**config.mk**
```make
export PLATFORM = sky130hd
export DESIGN_NAME = rr_sel_arb_8
export DESIGN_NICKNAME = d
export VERILOG_FILES = /design/src/rtl/rr_sel_arb_8.sv
export SDC_FILE = /design/constraint.sdc
export NUM_CORES = 1
export LEC_CHECK = 0
export CORE_ASPECT_RATIO = 1.4
export CORE_MARGIN = 2
export CORE_UTILIZATION = 55
export CTS_CLUSTER_DIAMETER = 80
export DETAILED_ROUTE_END_ITERATION = 10
export GPL_ROUTABILITY_DRIVEN = 0
export PLACE_DENSITY = 0.81
export SKIP_LAST_GASP = 1
export SLEW_MARGIN = 20
export SYNTH_ARGS = -nofsm -noshare
export SYNTH_HDL_FRONTEND = slang
export SYNTH_SLANG_ARGS = --single-unit
```
**constraint.sdc**
```tcl
create_clock -name clk -period 3.66 [get_ports clk]
set_clock_uncertainty 0.2 [all_clocks]
set_input_delay 0.366 -clock clk [delete_from_list [all_inputs] [get_ports clk]]
set_output_delay 0.366 -clock clk [all_outputs]
set_load 0.1 [all_outputs]
```
**src/rtl/rr_sel_arb_8.sv**
```systemverilog
// Round-robin arbiter producing the registered 3-bit select for an 8-to-1 mux.
// One-hot grant pulses on each accepted transfer; priority rotates past the winner.
module rr_sel_arb_8 (
  input  logic       clk,
  input  logic       reset,
  input  logic [7:0] req,
  input  logic       out_rdy,
  output logic [2:0] sel,
  output logic       out_val,
  output logic [7:0] grant
);

  // Slot occupancy is the whole FSM; FULL is exactly out_val=1.
  typedef enum logic {EMPTY = 1'b0, FULL = 1'b1} state_e;

  state_e     state_q, state_d;
  logic [2:0] sel_q, sel_d;
  logic [2:0] ptr_q, ptr_d;
  logic [2:0] ptr_eff;
  logic [2:0] winner;
  logic [7:0] cand;
  logic       xfer;
  logic       load;
  logic       cand_any;

  // State register.
  always_ff @(posedge clk) begin
    // NOTE: sequential state uses non-blocking assignments so every register
    // samples pre-edge values regardless of statement order.
    if (reset) begin
      state_q <= EMPTY;
      sel_q   <= 3'd0;
      ptr_q   <= 3'd0;
    end else begin
      state_q <= state_d;
      sel_q   <= sel_d;
      ptr_q   <= ptr_d;
    end
  end

  // Handshake, rotating priority search and datapath next-state.
  always_comb begin
    // NOTE: every variable gets a default first so no path can infer a latch.
    xfer     = (state_q == FULL) && out_rdy && !reset;
    load     = (state_q == EMPTY) || out_rdy;
    ptr_eff  = xfer ? sel_q + 3'd1 : ptr_q;
    cand     = req & ~grant;
    cand_any = |cand;
    winner   = ptr_eff;
    // Scan from farthest to nearest so the closest set bit after ptr_eff wins.
    for (int i = 7; i >= 0; i--) begin
      if (cand[ptr_eff + 3'(i)]) winner = ptr_eff + 3'(i);
    end
    sel_d = (load && cand_any) ? winner : sel_q;
    ptr_d = ptr_eff;
  end

  // Next-state logic.
  always_comb begin
    state_d = state_q;
    case (state_q)
      EMPTY: if (cand_any) state_d = FULL;
      FULL:  if (out_rdy) state_d = cand_any ? FULL : EMPTY;
      default: state_d = EMPTY;
    endcase
  end

  // Outputs: select and valid straight from registers, grant from the live handshake.
  always_comb begin
    sel     = sel_q;
    out_val = (state_q == FULL);
    grant   = 8'h00;
    if (xfer) grant[sel_q] = 1'b1;
  end

endmodule

```
* After elaboration in Yosys (flattened, before gate mapping)
Index checks and enable logic that the tools add are counted.
** Storage, ports and cells
- Bits in registers :: 7
- Latch bits :: 0
- RAM bits :: 0
- Memory bits (read-only) :: 0
- Output and inout bits :: 12
- Memories :: 0
** Operators by class
- Add/sub/neg operators :: 8
- Multipliers :: 0
- Divide/modulo/power cells :: 0
- $lt $le $gt $ge :: 10
- Equal/unequal tests :: 0
- Shifts and indexed selects :: 0
- Mux-type cells :: 31
- Bitwise gates (word level) :: 3
- Reductions and logical operators :: 7
** Operator list (number)
- $lt 3x4->1 const B :: 9
- $mux 3 :: 9
- $bmux 1 s3 :: 8
- $add 3x3->3 const B :: 4
- $mux 1 :: 11
- $and 8x8->8 :: 1
- $mux 8 :: 1
- $not 8->8 :: 1
- $reduce_or 8->1 :: 1
- $add 3x1->3 const B :: 2
- $add 3x2->3 const B :: 2
- $logic_and 1x1->1 :: 4
- $demux 1 s3 :: 1
- $ge 3x1->1 const B :: 1
- $pmux 1 s2 :: 1
- $logic_not 1->1 :: 1
- $logic_or 1x1->1 :: 1
- $not 1->1 :: 1

* Logic depth before layout (Yosys ltp)
- Word-level depth :: 17
- Gate-level depth with buffers :: 13
- Depth with buffers taken out :: 11

* Worst setup path after synthesis
OpenSTA, ideal clock, no wires.
- Path kind :: reg2out
- Start point :: reg sel_q[0], in the netlist sel[0]
- End point :: out grant[1]
- Data arrival time :: 3.678 ns
- Setup slack :: -0.584 ns
- Stages on the path, launching flop included :: 4
- Buffers on the path :: 1
- Path through :: dfxtp_1 > buf_2 > nand4b_1 > nor3_1
** Between the ends
- Cells in the longest elaborated chain, start to end :: 5
- Elaborated cells on any way between the ends :: 6
- Classes of those cells :: order compare (2); mux (3); reduce/logical (1)
** RTL lines
- start: declaration :: line 17 : logic [2:0] sel_q, sel_d;
- start signal: assignment :: line 36 : sel_q <= sel_d;
- $lt 3x4->1 (implied by the code) / $ge 3x1->1 (equally long branches) :: line 73 : if (xfer) grant[sel_q] = 1'b1;
- $logic_and 1x1->1 (implied by the code) :: line 73
- $mux 1 (implied by the code) :: line 73
- $demux 1 s3 * :: line 73
- $mux 8 * :: line 73
- end: declaration :: line 10 : output logic [7:0] grant
Every way passes the cells marked *; elsewhere a longest branch is shown, timed or not.

* Worst setup path in the final report
- Start point :: in out_rdy
- End point :: reg sel_q[1], in the netlist sel[1]
** Between the ends
- Elaborated cells on any way between the ends :: 40
- Classes of those cells :: add/sub (7); mux (26); bitwise (2); reduce/logical (5)
** RTL lines
- start: declaration :: line 7 : input logic out_rdy,
- $logic_and 1x1->1 * (2 in a row) :: line 44 : xfer = (state_q == FULL) && out_rdy && !reset;
- $mux 3 * :: line 46 : ptr_eff = xfer ? sel_q + 3'd1 : ptr_q;
- named net ptr_d[0] :: line 18 : logic [2:0] ptr_q, ptr_d;
- $add 3x3->3 :: line 52 : if (cand[ptr_eff + 3'(i)]) winner = ptr_eff + 3'(i);
- $bmux 1 s3 :: line 52
- $mux 1 (implied by the code) :: line 52
- $mux 3 (7 in a row) :: line 52
- $mux 3 * :: line 52
The timed path passes the listed nets; every way through them passes the cells marked *. The select of a mux whose other input is x is not followed.
A chain may end at the register's enable or synchronous reset.

==> flow_summary.yaml <==
timing:
  finalCritPeriodShare_pct: 93.8
  max_freq_mhz: 291
  min_period_ns: 3.43
  hold_viol: 0
  tightest_slew_ns: 0.963
  slew_violations: 0
  slew_headroom_pct: 35.6
  rsz0062_at_grt: "no"
  setup_tns_ns: 0
  setup_viol: 0
pwr:
  p_clk_share_pct: 12.5
  swShare_pct: 50.0
  ir_worst_vdd_mv: 0.159
  p_switching_uw: 296
  power_density_nw_per_um2: 315
  combinationalPowerShare_pct: 69.3
  p_seq_share_pct: 18.1
  p_leak_uw: 0.000756
  p_int_uw: 296
yosys:
  syn_nets: 210
  ys_warn_count: 0
  synth-edff-count: 0
  ys_ff_latch: 7
  synth.avg_cell_area_sq_um: 7.89
  ys_async_sr_fraction_pct: 0
  syn-cell-area_sq_um: 1550
  synth_ff_type: "dfxtp_1"
  syn_inst: 196
  synth_seq_area_share_pct: 9.06
  synthDistinctLibCells: 62
drt:
  vias: 1805
  vias_per_cell: 7.02
  drtAntennaViolNets: 0
  drt-initial-drc-count: 102
  avgRoutedWirePerCell_um: 19.5
  drt-total-wl_um: 5000
  firstDrtPassIters: 4
  drc: 0
clocking:
  cts.repair.resized: 0
  clockBufferDepth: 2
  clock_sink_count: 7
  numCtsBuffers: 3
  cts-htree-levels: 1
  hold_buffers: 0
  cts_tree: "built"
  clk_pin_slew_ns: 0.06
  root_buffer: "clkbuf_4"
  cts_setup_buffers: 0
  clk_latency_ns: 0.25
floorplan:
  rows: 22
  die_width_um: 48.8
  initial_core_util_pct: 58.5
  core_area_sq_um: 2640
  dieHeight_um: 66.7
  ios: 23
  dieArea_sq_um: 3260
global_routing:
  grt_pass1_vias: 1772
  grt_overflow: 0
  grt_usage_pct: 32.5
  antenna_found_initial: 0
  grt_max_degree: 18
  grt_pass1_wl_um: 8340
critical_path:
  crit_path_start_kind: "primary input"
  path_class: "primary input to flip-flop"
  path_max_fanout: 7
  crit_path_start: "out_rdy"
  arrival_ns: 3.40
  r2r-start: "sel[1]"
  cp.required_ns: 3.63
  end_kind: "flip-flop"
  r2r_slack_ns: 0.37
placed_design:
  portBuffers: 22
  place_area_sq_um: 1850
  dp.cells: 253
  dp_hpwl_um: 3870
hold_path:
  hold_class: "flip-flop to flip-flop"
  holdCritStartpoint: "out_val"
cells_and_area:
  final_core_utilization_pct: 71.2
  final_cell_mix: "buf_4, nor2_1, clkdlybuf4s50_1, mux2i_1"
  fin_area_sq_um: 1880
  final_cells: 257
  final_common_cell: "buf_4"
  syn_to_final_growth_pct: 21.6
  final_nets: 236
  layout-drive-gt1-share_pct: 24.4
  n_antenna_cell: 0
job:
  maxCapViolCount: 0
run_status:
  outcome: "completed"
cell type report:
class	count	area [sq um]
timing repair buffer	37	325
fill	229	762
inverter	11	41.3
tap	36	45.0
sequential	7	144
clock buffer	4	26.3
multi-input combinational	162	1300
cell usage after synthesis, drive strengths merged (2+ instances only):
cell type | instances | share of area [%]
nor4 | 4 | 1.6
nand2b | 3 | 1.2
ha | 3 | 2.4
nor3 | 9 | 3.2
o32ai | 2 | 1.1
a211oi | 5 | 2.4
a2111oi | 8 | 4.5
a22o | 4 | 2.3
xnor2 | 5 | 3.3
a221o | 2 | 1.3
nand2 | 9 | 2.2
o21ai | 7 | 2.3
mux2i | 13 | 8.7
nand3 | 2 | 0.65
clkbuf | 10 | 2.4
mux2 | 7 | 5.1
dfxtp | 7 | 9.1
mux4 | 6 | 9.2
nor2 | 20 | 4.9
o22ai | 10 | 4.0
buf | 6 | 2.5
a21oi | 10 | 4.0
or3 | 2 | 0.81
nor2b | 3 | 1.2
nand3b | 2 | 1.8
inv | 10 | 2.4
critical path, stage by stage:
cell and delay (ns):
clkdlybuf4s50_1 0.60, nand3b_4 0.10, buf_4 0.17, a21oi_4 0.19
clkinv_1 0.14, ha_1 0.25, inv_1 0.14, xnor2_2 0.23
mux2_2 0.39, a311o_1 0.34, nor3_2 0.14, o31ai_1 0.12
a221oi_2 0.21
per-stage QoR:
stage | setup WS [ns] | total power, uW | hold slack (ns)
6_report | 0.227 | 592 | 0.374
3_5_place_dp | 0.0686 | 509 | 0.365
2_1_floorplan | 0.102 | 402 | 0.343
4_1_cts | 0.322 | 583 | 0.376
3_3_place_gp | 0.202 | 497 | 0.344
5_1_grt | 0.0723 | 626 | 0.417
flip-flops by register name (all words and copies together), names as in the netlist:
register	cells
sel	3
ptr_q	3
out_val	1
kinds of logic after synthesis:
logic type / after synthesis / synth area share [%]
AO/OA/AOI/OAI: 62 / 30.1
XOR/XNOR: 6 / 3.88
adder cells (fa/ha/maj): 3 / 2.43
buffers and inverters: 27 / 7.61
flip-flops: 7 / 9.06
multiplexers: 26 / 23.0
AND/OR/NAND/NOR: 65 / 23.9
power by group through the flow:
stage / clock [uW] / sequential, uW / combinational, uW
global placement: 0 / 107 / 390
finish: 74.2 / 107 / 411
floorplan: 0 / 136 / 267
detailed placement: 0 / 109 / 400
CTS: 73.4 / 107 / 403
global route: 78.8 / 110 / 437
path summary, 6_finish.rpt:
kind / end / depth (start not counted)
setup / recovery: sel[1] / 13
hold / removal: out_val / 2
setup reg to reg: sel[1] / 11
hold reg to reg: out_val / 2
routing by layer:
metal	share of wire (%)	GRT usage (%)
met1	37	35.6
met3	7.2	4.93
met4	5.3	20.4
met2	51	58.6
met5	0	0
No activity file was read; power rests on OpenSTA's default activity.
